`config.mk`:
```
export PLATFORM = sky130hd
export DESIGN_NAME = uart_tx_arbiter
export DESIGN_NICKNAME = d
export VERILOG_FILES = /design/src/rtl/uart_ctrl_pkg.sv /design/src/rtl/uart_tx_arbiter_rr_pick.sv /design/src/rtl/uart_tx_arbiter.sv
export SDC_FILE = /design/constraint.sdc
export NUM_CORES = 1
export LEC_CHECK = 0
export BUFFER_PORTS_ARGS = -buffer_cell sky130_fd_sc_hd__buf_4
export CORE_MARGIN = 3
export CORE_UTILIZATION = 40
export CTS_CLUSTER_DIAMETER = 30
export CTS_CLUSTER_SIZE = 8
export DETAILED_ROUTE_END_ITERATION = 7
export PLACE_DENSITY = 0.69
export SYNTH_ARGS = -nofsm -noshare
export SYNTH_HDL_FRONTEND = slang
export SYNTH_HIERARCHICAL = 1
export SYNTH_SLANG_ARGS = --single-unit
```
`constraint.sdc`:
```
create_clock -name clk -period 3 [get_ports clk]
set_clock_uncertainty 0.15 [all_clocks]
set_input_delay 0.6 -clock clk [delete_from_list [all_inputs] [get_ports clk]]
set_output_delay 0.6 -clock clk [all_outputs]
set_load 0.01 [all_outputs]
```
`src/rtl/uart_ctrl_pkg.sv`:
```
// Shared definitions for the UART transmit-side control blocks:
// arbiter FSM encoding, timeout defaults and small index helpers.
package uart_ctrl_pkg;

  typedef enum logic [1:0] {
    S_IDLE      = 2'd0,
    S_LOAD      = 2'd1,
    S_WAIT_LOW  = 2'd2,
    S_WAIT_HIGH = 2'd3
  } state_t;

  localparam int ACK_TIMEOUT_DEF = 7;
  localparam int TMO_W           = 3;
  localparam int ID_W            = 3;

  // Next requester index with wrap at n.
  function automatic logic [ID_W-1:0] wrap_inc(input logic [ID_W-1:0] id, input int n);
    if (int'(id) >= n - 1) begin
      return '0;
    end
    return id + 1'b1;
  endfunction

endpackage

```
`src/rtl/uart_tx_arbiter_rr_pick.sv`:
```
// Round-robin search: first set request at or above i_ptr, wrapping.
// Purely combinational.
module rr_pick
  import uart_ctrl_pkg::*;
#(
  parameter int NUM_REQ = 4
) (
  input  logic [NUM_REQ-1:0] i_req,
  input  logic [ID_W-1:0]    i_ptr,
  output logic               o_valid,
  output logic [ID_W-1:0]    o_idx
);

  logic            w_found;
  logic [ID_W-1:0] w_idx;

  // Outer loop is priority distance from the pointer; inner loop finds the
  // requester at that distance, covering the wrapped case with +NUM_REQ.
  always_comb begin
    w_found = 1'b0;
    w_idx   = '0;
    for (int k = 0; k < NUM_REQ; k++) begin
      for (int j = 0; j < NUM_REQ; j++) begin
        if (!w_found && i_req[j] &&
            ((int'(i_ptr) + k == j) || (int'(i_ptr) + k == j + NUM_REQ))) begin
          w_found = 1'b1;
          w_idx   = ID_W'(j);
        end
      end
    end
  end

  assign o_valid = w_found;
  assign o_idx   = w_idx;

endmodule

```
`src/rtl/uart_tx_arbiter.sv`:
```
// Arbitrates NUM_REQ byte sources onto one UART transmitter holding register,
// with optional per-packet grant lock and a stuck-transmitter watchdog.
module uart_tx_arbiter
  import uart_ctrl_pkg::*;
#(
  parameter int NUM_REQ     = 4,
  parameter bit PKT_LOCK    = 1'b1,
  parameter int ACK_TIMEOUT = ACK_TIMEOUT_DEF
) (
  input  logic                 clk,
  input  logic                 aresetn,
  input  logic [NUM_REQ-1:0]   i_req,
  input  logic [NUM_REQ-1:0]   i_req_last,
  input  logic [8*NUM_REQ-1:0] i_req_data,
  output logic [NUM_REQ-1:0]   o_ack,
  input  logic                 i_tx_ready,
  output logic [7:0]           o_tx_data,
  output logic                 o_tx_load,
  output logic [2:0]           o_grant_id,
  output logic                 o_busy,
  output logic                 o_err_stuck,
  input  logic                 i_err_clr
);

  localparam logic [TMO_W-1:0] TMO_LAST = TMO_W'(ACK_TIMEOUT - 1);
  // Minimum cycles since the load before WAIT_HIGH may act; keeps
  // load-to-load spacing at 4 even when tx_ready is low for a single cycle.
  localparam logic [TMO_W-1:0] HIGH_MIN = TMO_W'(2);

  state_t            r_state;
  state_t            w_state_nxt;
  logic [ID_W-1:0]   r_rr_ptr;
  logic [ID_W-1:0]   r_grant;
  logic              r_lock;
  logic [7:0]        r_tx_data;
  logic              r_err;
  logic [TMO_W-1:0]  r_tmo;

  logic              w_pick_vld;
  logic [ID_W-1:0]   w_pick_idx;
  logic              w_gnt_req;
  logic              w_gnt_last;
  logic [7:0]        w_gnt_dat;
  logic              w_fire;
  logic              w_take_grant;
  logic              w_lock_clr;
  logic              w_rr_adv;
  logic              w_err_set;

  rr_pick #(.NUM_REQ(NUM_REQ)) u_rr_pick (
    .i_req   (i_req),
    .i_ptr   (r_rr_ptr),
    .o_valid (w_pick_vld),
    .o_idx   (w_pick_idx)
  );

  always_comb begin
    w_gnt_req  = 1'b0;
    w_gnt_last = 1'b0;
    w_gnt_dat  = '0;
    for (int i = 0; i < NUM_REQ; i++) begin
      if (r_grant == ID_W'(i)) begin
        w_gnt_req  = i_req[i];
        w_gnt_last = i_req_last[i];
        w_gnt_dat  = i_req_data[8*i +: 8];
      end
    end
  end

  always_comb begin
    w_state_nxt  = r_state;
    w_fire       = 1'b0;
    w_take_grant = 1'b0;
    w_lock_clr   = 1'b0;
    w_rr_adv     = 1'b0;
    w_err_set    = 1'b0;
    case (r_state)
      S_IDLE: begin
        if (i_tx_ready && w_pick_vld) begin
          w_take_grant = 1'b1;
          w_state_nxt  = S_LOAD;
        end
      end
      S_LOAD: begin
        // A requester that withdrew (or a transmitter not ready) aborts the load.
        if (w_gnt_req && i_tx_ready) begin
          w_fire      = 1'b1;
          w_state_nxt = S_WAIT_LOW;
        end else begin
          w_lock_clr  = 1'b1;
          w_state_nxt = S_IDLE;
        end
      end
      S_WAIT_LOW: begin
        if (!i_tx_ready) begin
          w_state_nxt = S_WAIT_HIGH;
        end else if (r_tmo == TMO_LAST) begin
          w_err_set   = 1'b1;
          w_lock_clr  = 1'b1;
          w_state_nxt = S_IDLE;
        end
      end
      S_WAIT_HIGH: begin
        if (i_tx_ready && r_tmo >= HIGH_MIN) begin
          if (r_lock && w_gnt_req) begin
            w_state_nxt = S_LOAD;
          end else if (!r_lock) begin
            w_rr_adv    = 1'b1;
            w_state_nxt = S_IDLE;
          end
        end
      end
      default: w_state_nxt = S_IDLE;
    endcase
  end

  always_ff @(posedge clk or negedge aresetn) begin
    if (!aresetn) begin
      r_state   <= S_IDLE;
      r_rr_ptr  <= '0;
      r_grant   <= '0;
      r_lock    <= 1'b0;
      r_tx_data <= '0;
      r_err     <= 1'b0;
      r_tmo     <= '0;
    end else begin
      r_state <= w_state_nxt;
      if (w_take_grant) begin
        r_grant <= w_pick_idx;
      end
      if (w_fire) begin
        r_tx_data <= w_gnt_dat;
        r_lock    <= PKT_LOCK & ~w_gnt_last;
      end else if (w_lock_clr || w_rr_adv) begin
        r_lock <= 1'b0;
      end
      if (w_rr_adv) begin
        r_rr_ptr <= wrap_inc(r_grant, NUM_REQ);
      end
      // LOAD always precedes WAIT_LOW, so clearing here resets it on entry.
      if (r_state == S_LOAD) begin
        r_tmo <= '0;
      end else if (r_tmo != '1) begin
        r_tmo <= r_tmo + 1'b1;
      end
      if (w_err_set) begin
        r_err <= 1'b1;
      end else if (i_err_clr) begin
        r_err <= 1'b0;
      end
    end
  end

  always_comb begin
    o_ack = '0;
    for (int i = 0; i < NUM_REQ; i++) begin
      if (w_fire && r_grant == ID_W'(i)) begin
        o_ack[i] = 1'b1;
      end
    end
  end

  assign o_tx_load   = w_fire;
  assign o_tx_data   = w_fire ? w_gnt_dat : r_tx_data;
  assign o_grant_id  = r_grant;
  assign o_busy      = (r_state != S_IDLE);
  assign o_err_stuck = r_err;

endmodule

```
==> results by group <==
Layout
  – Layout cells sized above 1: 44.2%
  – Flip-flop and latch area: 528 sq um
  – Commonest non-fill, non-tap cell in the layout: buf_4
  – ANT cells: 0
  – Final #Nets: 306
  – Commonest cells after routing, fill and taps aside: buf_4, dfrtp_1, nand2_1
  – Post-route cell area: ~0.0023 sq mm
  – FILL cells: roughly 360
  – Multi-input gate area: between 0.001 and 0.0015 sq mm
  – Layout area overhead: 39.4%

GRT
  – First-pass GRT wire length: ~7500 um
  – Largest net degree at the start of global routing: 22
  – All-Layer GR Usage: 18.8%
  – Vias in the first global route: 1,572
  – GR Overflow Total: 0
  – Initial antenna violation count: 0

Logic synthesis
  – Post-synthesis simple-gate area fraction: between 15 and 20%
  – Post-Syn Instances: between 150 and 200
  – Post-synthesis mux area share: approximately 10%
  – Xor and xnor area share after synthesis: around 1.1%
  – Post-synthesis adder-cell area fraction: 9.10%
  – Compound-cell area share of the yosys netlist: 24.7%
  – Largest family of logic cells by synthesized area: compound AO/OA/AOI/OAI gates
  – Synth area leaders: dfrtp_1, ha_1, o21ai_0
  – Top FF cell, synth: dfrtp_1
  – Post-Syn Area: approximately 0.0016 sq mm
  – Register area share after synthesis: between 30% and 40%
  – Post-synth top area share: between 30% and 40%
  – Synth async-reset ratio: 100%
  – Post-synth EDFFs: 0
  – YS warnings: 6
  – Mapped Nets: between 200 and 250
  – Yosys top cell by area: dfrtp_1
  – Synth cell types: 50
  – #FFs+latches synth: 21
  – Mean post-synth cell area: about 9 sq um

Timing
  – Setup TNS after final layout: 0 ns
  – Final Hold Violating Endpoints: 0
  – Max-slew violation count: 0
  – Max Freq: 0.349 GHz
  – Unrepaired setup endpoints after global routing: false
  – Fin crit share: 95.4%
  – Final Setup Violations: 0
  – Hold slack final: around 0.062 ns
  – Final min period: 2.86 ns

Worst setup path
  – Crit-path max FO: 7
  – Crit path DAT: ~2.1 ns
  – Reg2Reg Depth: 5
  – CP Launch Type: flop
  – Worst setup path category: flop to output pin
  – Critical Path End Type: output pin
  – WP data required: approximately 2.3 ns

Power and ir drop
  – PD cells: ~870 mW/mm^2
  – Worst IR Drop VDD: between 500 and 600 uV
  – Static leakage: 1.13 nW
  – Design Power: ~2.0 mW

CTS
  – H-tree Lvls: 1
  – CTS root buf: clkbuf_8
  – Worst-Skew Late Latency: roughly 0.26 ns
  – CTS tree: done
  – Clk sinks: 21
  – Hold-fix buffers, CTS: 0
  – CTS Buffer Depth: 2
  – Worst-path clk slew: 0.08 ns
  – Num CTS Buffers: 3

Job
  – Max_cap viols: 0

Floorplanning
  – Width of the die: between 70 and 80 um
  – Die ar.: around 0.005 sq mm
  – Core ar.: approximately 0.0038 sq mm
  – Row count: 22
  – Top Ports: 62
  – Initial Utilization: between 40% and 50%
  – Die span in y: between 70 and 80 um

Route
  – Vias: roughly 1,600
  – Post-DR wirelength/cell: around 16 um
  – Vias per cell: roughly 5.3
  – Drt pass-1 iters: 4
  – Final wirelength: between 4000 and 5000 um
  – Post-route ant nets: 0
  – Iter 0 DRT Violations: 64
  – # DRC: 0

Min path
  – Worst Hold Class: primary input to async pin

Placement
  – Input/output buffers: a little over 60
  – DP HPWL: around 3500 um
  – Placed standard-cell area: 0.00216 sq mm
  – Final GP Congestion: between 0.7 and 0.8

Run status
  – Status: finished clean
metrics by stage:
stage          setup WS, ns  std cells  util, %
5_1_grt             0.00888        297     60.1
2_1_floorplan         0.418        182        -
3_5_place_dp          0.229        288     56.3
4_1_cts              0.0205        293     58.1
3_3_place_gp          0.277        288     56.3
6_report              0.138        297     60.1
path summary, 6_finish.rpt:
kind | start | end | slack (ns)
min in group clk | r_tx_data[4] | r_tx_data[4] | 0.35
worst max register to register | r_rr_ptr[0] | o_grant_id[1] | 0.80
worst min register to register | r_tx_data[4] | r_tx_data[4] | 0.35
max in group asynchronous | aresetn | o_grant_id[0] | 2.38
worst max-delay path | o_grant_id[0] | o_tx_data[0] | 0.14
worst min-delay path | aresetn | r_tx_data[4] | 0.06
logic make-up after synthesis:
logic type | count (synthesis)
AOI/OAI and AO/OA | 60
DFF | 21
muxes | 13
xor gates and xnor gates | 2
other | 1
and+or+nand+nor | 49
buffers and inverters | 24
adders and majority gates | 12
sequential cells by signal (all words and copies together) (netlist names):
name and cells:
r_state 2, o_grant_id 3, r_tmo 3, r_tx_data 8, r_lock 1, o_err_stuck 1
r_rr_ptr 3
synth_stat cells (2+ instances only):
cell / number
nand3_1: 3
mux2_4: 4
nor3b_2: 2
mux2_2: 8
and3_1: 2
a21oi_1: 10
buf_4: 2
buf_6: 2
o21ai_1: 5
nand4_1: 2
dfrtp_1: 21
o21ai_0: 19
a221oi_1: 8
buf_2: 3
o21bai_1: 2
clkbuf_1: 3
nand2_1: 18
inv_1: 13
nor2_1: 8
ha_1: 12
xor2_1: 2
nand2b_1: 5
critical path: stages (launching register included):
cell,delay (ns)
dfrtp_2,0.43
ha_1,0.20
ha_2,0.20
a211oi_2,0.17
o21ai_2,0.13
nand4_4,0.19
mux2_2,0.37
buf_4,0.15
cell type report:
| class | count | area share [%] |
|---|---|---|
| clock buffers | 4 | 1.96 |
| inverters | 14 | 2.45 |
| multi-input cells | 138 | 46.3 |
| flip-flops and latches | 21 | 23.0 |
| well taps | 48 | 2.61 |
| repair buffers | 71 | 23.4 |
| repair inverters | 1 | 0.327 |
what timing repair did:
action,in CTS,in global routing
setup endpoints to repair,8,12
gates cloned,1,1
pin swaps,1,2
resized for setup,3,16
buffers inserted,0,3
per-layer routing:
layer,vias up,wire (um),GRT usage (%)
met2,39,2310,30.3
met5,-,0,0
li1,797,-,-
met3,6,200,3.60
met4,0,48,5.11
met1,737,2070,25.5
power breakdown:
group	switching, mW	internal [mW]
combinational	0.675	0.638
sequential	0.0984	0.396
clock	0.0951	0.0948
total	0.868	1.13
No activity file was read; power rests on OpenSTA's default activity.
